### src/rtl/cpu_types_pkg.sv
// ============================================================================
// cpu_types_pkg
// Shared CPU types: memory-arbiter state encoding, data word, and default
// RAM timeout.
// Revision: 1.0
// ============================================================================
`default_nettype none

package cpu_types_pkg;

  typedef logic [31:0] word_t;

  typedef enum logic [1:0] {
    IDLE   = 2'd0,
    INSTR  = 2'd1,
    DATA   = 2'd2,
    HALTED = 2'd3
  } arb_state_t;

  localparam int MEM_TIMEOUT_DEFAULT = 255;

endpackage

`default_nettype wire

### src/rtl/mem_timeout_ctr.sv
// ============================================================================
// mem_timeout_ctr
// Loadable down-counter. It pulses expired on the TIMEOUT-th enabled cycle
// after load.
// Revision: 1.0
// ============================================================================
`default_nettype none

module mem_timeout_ctr
  import cpu_types_pkg::*;
#(
  parameter int TIMEOUT = MEM_TIMEOUT_DEFAULT
) (
  input  logic CLK,
  input  logic RST,
  input  logic load,
  input  logic en,
  output logic expired
);

  localparam int CW = $clog2(TIMEOUT + 1);
  localparam logic [CW-1:0] c_start = CW'(TIMEOUT - 1);

  logic [CW-1:0] r_count;

  // Loading TIMEOUT-1 makes the count reach zero on the TIMEOUT-th busy cycle.
  always_ff @(posedge CLK or posedge RST) begin
    if (RST) begin
      r_count <= '0;
    end else if (load) begin
      r_count <= c_start;
    end else if (en && (r_count != '0)) begin
      r_count <= r_count - 1'b1;
    end
  end

  assign expired = en & ~load & (r_count == '0);

endmodule

`default_nettype wire

### src/rtl/mem_arbiter.sv
// ============================================================================
// mem_arbiter
// Arbitrates instruction and data requests onto one variable-latency RAM
// port and returns one-cycle hit pulses. Optional hit counters are enabled
// by the MEM_ARB_STATS_EN macro.
// Revision: 1.0
// ============================================================================
`default_nettype none

module mem_arbiter
  import cpu_types_pkg::*;
#(
  parameter int ADDR_W  = 32,
  parameter int DATA_W  = 32,
  parameter int TIMEOUT = MEM_TIMEOUT_DEFAULT
) (
  input  logic              CLK,
  input  logic              RST,
  input  logic              iREN,
  input  logic [ADDR_W-1:0] iaddr,
  output logic              ihit,
  output logic [DATA_W-1:0] iload,
  input  logic              dREN,
  input  logic              dWEN,
  input  logic [ADDR_W-1:0] daddr,
  input  logic [DATA_W-1:0] dstore,
  output logic              dhit,
  output logic [DATA_W-1:0] dload,
  input  logic              halt,
  output logic              ram_ren,
  output logic              ram_wen,
  output logic [ADDR_W-1:0] ram_addr,
  output logic [DATA_W-1:0] ram_store,
  input  logic [DATA_W-1:0] ram_load,
  input  logic              ram_ready,
  output logic              mem_err
`ifdef MEM_ARB_STATS_EN
  ,
  output word_t             icount,
  output word_t             dcount
`endif
);

  arb_state_t r_state;
  logic       r_ifirst;
  logic       r_halt_pend;
  logic       w_ireq;
  logic       w_dreq;
  logic       w_grant_i;
  logic       w_grant_d;
  logic       w_busy;
  logic       w_expired;
  logic       w_halting;

  // A requestor still sees its level high during its own hit cycle, so it
  // is masked there to avoid re-granting the completed access.
  always_comb begin
    w_ireq    = iREN & ~ihit;
    w_dreq    = (dREN | dWEN) & ~dhit;
    w_halting = halt | r_halt_pend;
    w_busy    = (r_state == INSTR) || (r_state == DATA);
    w_grant_d = 1'b0;
    w_grant_i = 1'b0;
    if ((r_state == IDLE) && !w_halting) begin
      if (w_dreq && !r_ifirst) begin
        w_grant_d = 1'b1;
      end else if (w_ireq) begin
        w_grant_i = 1'b1;
      end else if (w_dreq) begin
        w_grant_d = 1'b1;
      end
    end
  end

  mem_timeout_ctr #(
    .TIMEOUT (TIMEOUT)
  ) u_timeout (
    .CLK     (CLK),
    .RST     (RST),
    .load    (w_grant_i | w_grant_d),
    .en      (w_busy),
    .expired (w_expired)
  );

  always_ff @(posedge CLK or posedge RST) begin
    if (RST) begin
      r_state     <= IDLE;
      r_ifirst    <= 1'b0;
      r_halt_pend <= 1'b0;
      ihit        <= 1'b0;
      dhit        <= 1'b0;
      iload       <= '0;
      dload       <= '0;
      ram_ren     <= 1'b0;
      ram_wen     <= 1'b0;
      ram_addr    <= '0;
      ram_store   <= '0;
      mem_err     <= 1'b0;
    end else begin
      ihit <= 1'b0;
      dhit <= 1'b0;
      if (halt) begin
        r_halt_pend <= 1'b1;
      end
      case (r_state)
        IDLE: begin
          if (w_halting) begin
            r_state <= HALTED;
          end else if (w_grant_d) begin
            ram_addr  <= daddr;
            ram_store <= dstore;
            ram_wen   <= dWEN;
            ram_ren   <= ~dWEN;
            r_state   <= DATA;
          end else if (w_grant_i) begin
            ram_addr <= iaddr;
            ram_ren  <= 1'b1;
            r_state  <= INSTR;
          end
        end
        INSTR: begin
          if (ram_ready) begin
            iload    <= ram_load;
            ihit     <= iREN;
            r_ifirst <= 1'b0;
            ram_ren  <= 1'b0;
            r_state  <= w_halting ? HALTED : IDLE;
          end else if (w_expired) begin
            ram_ren <= 1'b0;
            mem_err <= 1'b1;
            r_state <= w_halting ? HALTED : IDLE;
          end
        end
        DATA: begin
          if (ram_ready) begin
            if (!ram_wen) begin
              dload <= ram_load;
            end
            dhit     <= dREN | dWEN;
            r_ifirst <= 1'b1;
            ram_ren  <= 1'b0;
            ram_wen  <= 1'b0;
            r_state  <= w_halting ? HALTED : IDLE;
          end else if (w_expired) begin
            ram_ren <= 1'b0;
            ram_wen <= 1'b0;
            mem_err <= 1'b1;
            r_state <= w_halting ? HALTED : IDLE;
          end
        end
        HALTED: begin
          r_state <= HALTED;
        end
        default: begin
          r_state <= IDLE;
        end
      endcase
    end
  end

`ifdef MEM_ARB_STATS_EN
  // Counters saturate instead of wrapping so a long run never reads low.
  always_ff @(posedge CLK or posedge RST) begin
    if (RST) begin
      icount <= '0;
      dcount <= '0;
    end else begin
      if (ihit && (icount != '1)) begin
        icount <= icount + 1'b1;
      end
      if (dhit && (dcount != '1)) begin
        dcount <= dcount + 1'b1;
      end
    end
  end
`endif

endmodule

`default_nettype wire

### config.mk
export PLATFORM = sky130hd
export DESIGN_NAME = mem_arbiter
export DESIGN_NICKNAME = d
export VERILOG_FILES = /design/src/rtl/cpu_types_pkg.sv /design/src/rtl/mem_timeout_ctr.sv /design/src/rtl/mem_arbiter.sv
export SDC_FILE = /design/constraint.sdc
export NUM_CORES = 1
export LEC_CHECK = 0
export CAP_MARGIN = 15
export CORE_MARGIN = 10
export CORE_UTILIZATION = 40
export CTS_CLUSTER_SIZE = 8
export DETAILED_ROUTE_END_ITERATION = 12
export GPL_TIMING_DRIVEN = 0
export PLACE_DENSITY = 0.83
export SLEW_MARGIN = 20
export SYNTH_ARGS = -nofsm -noshare
export SYNTH_HDL_FRONTEND = slang
export SYNTH_HIERARCHICAL = 1
export SYNTH_SLANG_ARGS = --single-unit
### constraint.sdc
create_clock -name CLK -period 6.1 [get_ports CLK]
set_clock_uncertainty 0.2 [all_clocks]
set_input_delay 1.22 -clock CLK [delete_from_list [all_inputs] [get_ports CLK]]
set_output_delay 1.22 -clock CLK [all_outputs]
set_load 0.02 [all_outputs]
==> After elaboration in Yosys (flattened, before gate mapping) <==
Cells that the tools add are included.
{ "word_totals": {"ff_bits": 145, "latchBits": 0, "ramBits": 0, "romBits": 0, "in_bits": 135, "elab_cells": 97, "memories": 0} }
{ "classes": {"add_sub_neg": 1, "n_mul": 0, "div_mod_pow": 0, "magnitude_cmp": 0, "eq_ne": 11, "shift": 0, "mux": 34, "n_bitwise": 14, "n_reduce_logical": 24} }
{ "ops": {"columns": ["cell", "count"], "rows": [
  ["32-bit 2-to-1 mux", 2],
  ["1-bit 2-to-1 mux", 20],
  ["8-bit 2-to-1 mux", 2],
  ["3-bit AND reduction", 5],
  ["2-bit 2-to-1 mux", 6],
  ["2-bit nonzero test", 5],
  ["8-bit zero test", 1],
  ["2-bit != test, second input constant", 4],
  ["4-bit AND reduction", 2],
  ["8-bit nonzero test", 1],
  ["8-bit by 1-bit subtractor with 8-bit output, second input constant", 1],
  ["1-bit NOT", 7],
  ["1-bit case mux with 2 select lines", 3],
  ["2-bit case mux with 3 select lines", 1],
  ["1-bit bitwise AND", 4],
  ["2-bit == test, second input constant", 2],
  ["4-bit != test, second input constant", 1],
  ["2-bit AND reduction", 2],
  ["1-bit logical AND", 3],
  ["3-bit by 1-bit != test with 1-bit output, second input constant", 1],
  ["3-bit by 2-bit != test with 1-bit output, second input constant", 1],
  ["3-bit != test, second input constant", 1],
  ["1-bit OR", 3],
  ["2-bit by 1-bit == test with 1-bit output, second input constant", 1],
  ["other kinds (4)", 5]
]} }

==> Depth between registers and ports, before layout <==
{ "depth": {"word_depth": 13, "mapped_depth": 12, "ltp_nobuf": 9} }

==> Modules after synthesis <==
The synthesis kept the hierarchy.
{ "modules_own_cells": {"columns": ["module", "n_inst", "cells_each", "area_per_inst_um2", "seq_area_each_um2"], "rows": [
  ["mem_arbiter", 1, 397, 5566.6, 3428.3],
  ["mem_timeout_ctr", 1, 48, 491.7, 200.2]
]} }

==> Worst setup path before layout <==
Ideal clock, no wire load.
{ "synth_timing": {"path_type": "input-to-reg", "startpoint": "in halt", "endpoint": "reg ram_ren", "setup_ns": 0.125, "arrival_ns": 3.414, "t_required_ns": 5.775, "path_slack_ns": 2.362, "cell_stages": 10, "path_buffers": 3, "path_cell_list": "or3b_4 a21oi_1 buf_2 buf_2 clkbuf_1 nor3b_1 nor3b_1 nor3_1 a21oi_1 mux2_2"} }
{ "synth_between": {"elab_chain_cells": 10, "elab_cells_between_ends": 16, "classes_between": "eq/ne (3); mux (5); bitwise (5); reduce/logical (3)"} }
{ "synth_lines": {"columns": ["item", "line", "text"], "rows": [
  ["start, declared", "mem_arbiter.sv:29", "input logic halt,"],
  ["1-bit OR *", "mem_arbiter.sv:60", "w_halting = halt | r_halt_pend;"],
  ["1-bit zero test *", "mem_arbiter.sv:64", "if ((r_state == IDLE) && !w_halting) begin"],
  ["1-bit logical AND *", "mem_arbiter.sv:64", null],
  ["1-bit 2-to-1 mux", "mem_arbiter.sv:64", null],
  ["1-bit OR *", "mem_arbiter.sv:80", ".load (w_grant_i | w_grant_d),"],
  ["1-bit NOT *", "mem_timeout_ctr.sv:37", "assign expired = en & ~load & (r_count == '0);"],
  ["1-bit bitwise AND * (2 in a row)", "mem_timeout_ctr.sv:37", null],
  ["named net w_expired", "mem_arbiter.sv:52", "logic w_expired;"],
  ["3-bit by 1-bit != test with 1-bit output (no source line) *", null, null],
  ["4-bit AND reduction (no source line) *", null, null],
  ["end signal, assigned", "mem_arbiter.sv:113", "ram_ren <= ~dWEN;"],
  ["end, declared", "mem_arbiter.sv:30", "output logic ram_ren,"]
]} }
The timed path passes the listed nets; every way through them passes the cells marked *. The select of a mux whose other input is x is not followed.
A chain may end at the register's enable or synchronous reset.

==> Final worst setup path <==
Ends and elaborated chain as after synthesis.

==> summary.txt <==
number of global-route vias before repair - 5289
cell taking the most area after synthesis - dfrtp_1
Starting Density - 0.412
Post-CTS Setup Bufs - 0
ys async rst share - 1.00
measured slew at the worst slew-check pin - 0.729 ns
commonest cells after routing, fill and taps aside - 267 x clkdlybuf4s50_1, 145 x dfrtp_1, 90 x mux2_2, 39 x nor2_1, 36 x a21oi_1
Max Slew Vio Count - 0
top cell family by delay on the critical path - buffers and inverters
status - finished clean
largest net degree at the start of global routing - 91
number of flops mapped to enable cells by yosys - 0
fin nets - 874
gr usage total - 0.186
synthesized area - 0.00606 mm^2
top post-synthesis cells by area - dfrtp_1 60%, mux2_2 17%, mux2i_1 5.6%
setup TNS - 0 ns
TritonCTS clock tree - built
H-tree depth - 4
CP endpoint kind - flop
max cap viols - 0
Area Overhead vs Synth - 57.8%
layout cell share with drive strength beyond 1 - 0.193
Ant. Diodes - 0
CTS Buf Count - 17
area share of the largest cell type after synthesis - 0.599
die area - 0.0205 mm^2
Vias - 4618
Clock Tree Root - clkbuf_16
Post-CTS Hold Fix Bufs - 0
sequential-to-total area share from yosys stat - 0.599
die width - 143 um
crit start category - input port
Avg WL per Cell - 21.0 um
I/O pin total - 268
Std-Cell Rows - 44
Reg clk slew, reported paths - 0.06 ns
Routability Congestion - 0.821
Hold Slack - 0.266 ns
Total Wirelength - 19500 um
port buffer count - 267
Hold Vio Cnt, Final - 0
Via density - 4.97
total of warnings raised by yosys - 6
TritonRoute pass-1 iters - 4
fin area - 0.00956 mm^2
fin crit period - 4.41 ns
Post-Syn Nets - 587
detailed placement HPWL - 15100 um
WP data required - 6.20 ns
Worst path slowest cell - clkdlybuf4s50_1
critical path, cell by cell - clkdlybuf4s50_1 > or3b_4 > a21oi_1 > buf_2 > buf_2 > clkbuf_1 > nor3b_1 > nor3b_1 > nor3_1 > a21oi_1 > mux2_2
RSZ-0062 raised after global routing - false
Post-CTS Resized - 0
Die Y - 143 um
Num Clock Sinks - 145
post-route ant nets - 0
Pwr Density - 424 mW/mm^2
worst min path class - flop to flop
Overflow after GRT - 0
FF+latch count, synth - 145
CP Buf/Inv Count - 4
first-pass GRT wire length - 29400 um
Top FF cell, synth - dfrtp_1
Layout fillers - 1043
fin crit share - 0.723
CP Max Fanout - 11
Cell variety after synth - 42
Critical Path AT - 4.51 ns
Cells after Synth - 445
critical path class - input port to flop
Iter 0 DRT Violations - 139
total chip power - 4.06 mW
upper clock frequency limit - 227 MHz
Clock Latency Late Sink - 0.42 ns
Pleak - 4.04 nW
commonest non-fill, non-tap cell in the layout - clkdlybuf4s50_1
Syn Area/Cell - 13.6 um^2
Core Region - 0.0147 mm^2
endpoints failing setup - 0
Peak VDD IR - 0.325 mV
Worst path max stage delay - 0.42 ns
DRC Markers - 0
initial antenna violation count - 0
Rel. slew slack - 0.514
Clock Path Buffers - 2
Post-DP Area - 0.00900 mm^2
## cell type report
class | instances | area [um^2] | area share
Timing Repair Buffer | 268 | 2700 | 0.282
Sequential cell | 145 | 3630 | 0.380
Clock inverter | 12 | 108 | 0.0113
Inverter | 10 | 45.0 | 0.00471
Clock buffer | 20 | 457 | 0.0478
Multi-Input combinational cell | 267 | 2250 | 0.235
Buffer | 23 | 143 | 0.0149
Tap cell | 184 | 230 | 0.0241
## cell usage after synthesis (4+ instances only)
cell      number
dfrtp_1      145
nor2_1        39
ha_1           7
nand2_1        6
inv_1         10
mux2_1         8
mux2_2        90
buf_1          9
a211oi_1       4
clkbuf_1       5
a21oi_1       36
mux2i_1       34
## metal layers
| layer | part of all wire | up-vias | track usage |
|---|---|---|---|
| met1 | 0.35 | 2239 | 0.183 |
| met5 | 0 | - | 0 |
| met2 | 0.49 | 212 | 0.319 |
| li1 | - | 2147 | - |
| met3 | 0.14 | 20 | 0.118 |
| met4 | 0.013 | 0 | 0.0505 |
## power breakdown
part	total (mW)	internal [mW]	switching, mW
sequential	1.45	1.26	0.195
clock	0.983	0.582	0.400
combinational	1.62	0.837	0.784
total	4.06	2.68	1.38
## path summary, 6_finish.rpt
kind / to / slack [ns] / from / cells past startpoint
min: mem_err / 0.27 / mem_err / 1
max: ram_ren / 1.69 / halt / 11
max in group asynchronous: ram_store[29] / 3.96 / RST / 3
min reg2reg: mem_err / 0.27 / mem_err / 1
max reg2reg: ram_ren / 2.07 / r_state[0] / 12
min in group asynchronous: u_timeout/r_count[5] / 1.01 / RST / 2
## state kept, by name (all words and copies together), names as in the netlist
| name | cells |
|---|---|
| r_ifirst | 1 |
| u_timeout/r_count | 8 |
| dload | 32 |
| dhit | 1 |
| ram_ren | 1 |
| iload | 32 |
| ram_wen | 1 |
| mem_err | 1 |
| r_halt_pend | 1 |
| ram_addr | 32 |
| ram_store | 32 |
| ihit | 1 |
| r_state | 2 |
## through the flow
stage / util / std cells / worst slack (ns)
after detailed placement: 0.612 / 897 / 1.20
after floorplan: - / 445 / 1.01
after CTS: 0.650 / 929 / 1.65
final: 0.650 / 929 / 1.69
after global routing: 0.650 / 929 / 1.49
after global placement: 0.610 / 896 / -0.665
## logic make-up after synthesis
family                   after synthesis  synth area share
AND/OR/NAND/NOR                       71            0.0597
adder cells (fa/ha/maj)                7            0.0145
AO/OA/AOI/OAI                         57            0.0589
multiplexers                         132             0.238
buffers and inverters                 33            0.0297
flip-flops                           145             0.599
Note: power is estimated with default switching activity, not from simulation.
==> variant (same settings) <==
Change the parameter `ADDR_W` from 32 to 28.
--- a/src/rtl/mem_arbiter.sv
+++ b/src/rtl/mem_arbiter.sv
@@ -10,7 +10,7 @@
 module mem_arbiter
   import cpu_types_pkg::*;
 #(
-  parameter int ADDR_W  = 32,
+  parameter int ADDR_W  = 28,
   parameter int DATA_W  = 32,
   parameter int TIMEOUT = MEM_TIMEOUT_DEFAULT
 ) (
Interface: changed (resized daddr, iaddr and ram_addr); port bits go from 268 to 256. No check against the original RTL was run, so the function may have changed too.
==> variant against the unedited design <==
- synthesized cell count is 3.8% lower
- sequential cell count fell by 4
- hold slack better by 16 ps
- area after synthesis is 1.6% lower
- routed wire length shrank 6.9%
- worst setup slack got worse by 240 ps
- sequential power decreased by 3%
- total power down 1.2%
- cell area down 2.2%
==> variant: results (changes against the unedited design) <==
| Metric | Value |
|---|---|
| Worst r2r path cells | 12 (unchanged) |
| Total CTS buffers | 17 (unchanged) |
| Dpl ws | 1010 ps (was 1200 ps) |
| Worst Setup SP | halt (unchanged) |
| Total Nets Final | 836 (was 874) |
| Crit-path leading delay family | buffers and inverters (unchanged) |
| Relative max-transition margin | 0.588 (was 0.514) |
| Slowest CP cell | nor3b_1 (was clkdlybuf4s50_1) |
| Syn_nets | 562 (was 587) |
| Port Buffers | 254 (was 267) |
| Post-CTS Setup Bufs | 0 (unchanged) |
| DRT iter0 DRCs | 152 (was 139) |
| Flop2flop setup slack | 1880 ps (was 2070 ps) |
| Commonest cells in the synthesized netlist | 141 x dfrtp_1, 98 x mux2_2, 35 x nor2_1 (was 145 x dfrtp_1, 90 x mux2_2, 39 x nor2_1) |
| Top post-synthesis cells by area | dfrtp_1 59%, mux2_2 19%, mux2i_1 5.0% (was dfrtp_1 60%, mux2_2 17%, mux2i_1 5.6%) |
| Max incr delay on CP | 440 ps (was 420 ps) |
| Leakage | 3.96 nW (was 4.04 nW) |
| CP endpoint | ram_ren (unchanged) |
| DP HPWL | 14,200 um (was 15,100 um) |
| Met2 GRT Util | 0.302 (was 0.319) |
| Routed wire per std cell | 20.2 um (was 21.0 um) |
| Met1 usage | 0.182 (was 0.183) |
| Worst hold stages | 1 (unchanged) |
| First-pass GRT wire length | 28,100 um (was 29,400 um) |
| Via density | 5.04 (was 4.97) |
| Fin cells | 899 (was 929) |
| Tot GR Track Use | 0.179 (was 0.186) |
| Status | complete, no violations (unchanged) |
| Clock root cell | clkbuf_16 (unchanged) |
| HP Class | reg -> reg (unchanged) |
| Clock latency on the worst-skew pair | 410 ps |
| Yosys cell types | 43 (was 42) |
| Placed inst area | 0.00877 sq mm (was 0.00900 sq mm) |
| Seq/Total Area, Yosys | 0.592 (was 0.599) |
| Met3 usage | 0.0971 (was 0.118) |
| WHS | 282 ps (was 266 ps) |
| Cells after Synth | 428 (was 445) |
| P_sw | 1.37 mW (was 1.38 mW) |
| Vias in the first global route | 5,197 (was 5,289) |
| Placed cells | 867 (was 897) |
| Peak supply drop | 0.000335 V (was 0.000325 V) |
| EDFF count, synth | 0 (unchanged) |
| Sw Ratio | 0.343 (was 0.340) |
| Share of layout cells above drive strength 1 | 0.224 (was 0.193) |
| Largest net degree at the start of global routing | 89 (was 91) |
| FFs w/ async S/R, synth | 1.00 (unchanged) |
| Worst setup margin | 1450 ps (was 1690 ps) |
| Layout fillers | 1,064 (was 1,043) |
| Final GP Congestion | 0.800 (was 0.821) |
| CTS H-tree lvls | 4 (unchanged) |
| Deepest clock path buffer count | 2 (unchanged) |
-- variant: cell types whose count changed after synthesis, moves of 5 or more --
cell | before | now
a21oi_1 | 36 | 28
a21oi_2 | 0 | 5
mux2_1 | 8 | 0
mux2_2 | 90 | 98
-- variant: cell type report --
class                   count  area [sq um]  area share
flip-flops and latches    141          3530       0.378
plain buffers              21           170      0.0182
clock inverters            15           150      0.0161
repair buffers            255          2570       0.275
inverters                  11          48.8     0.00522
clock buffers              17           425      0.0455
multi-input cells         255          2220       0.238
well taps                 184           230      0.0246
-- variant: cells by family after synthesis --
logic type / Yosys count / synth area share
and+or+nand+nor: 66 / 0.0594
muxes: 128 / 0.235
buffers and inverters: 32 / 0.0355
DFF: 141 / 0.592
AOI/OAI and AO/OA: 54 / 0.0634
adders and majority gates: 7 / 0.0147
-- variant: metal layers --
metal  vias up  wire length (um)
li1       2074                 -
met1      2241              6670
met2       192              8980
met3        20              2190
met4         0               295
met5         -                 0
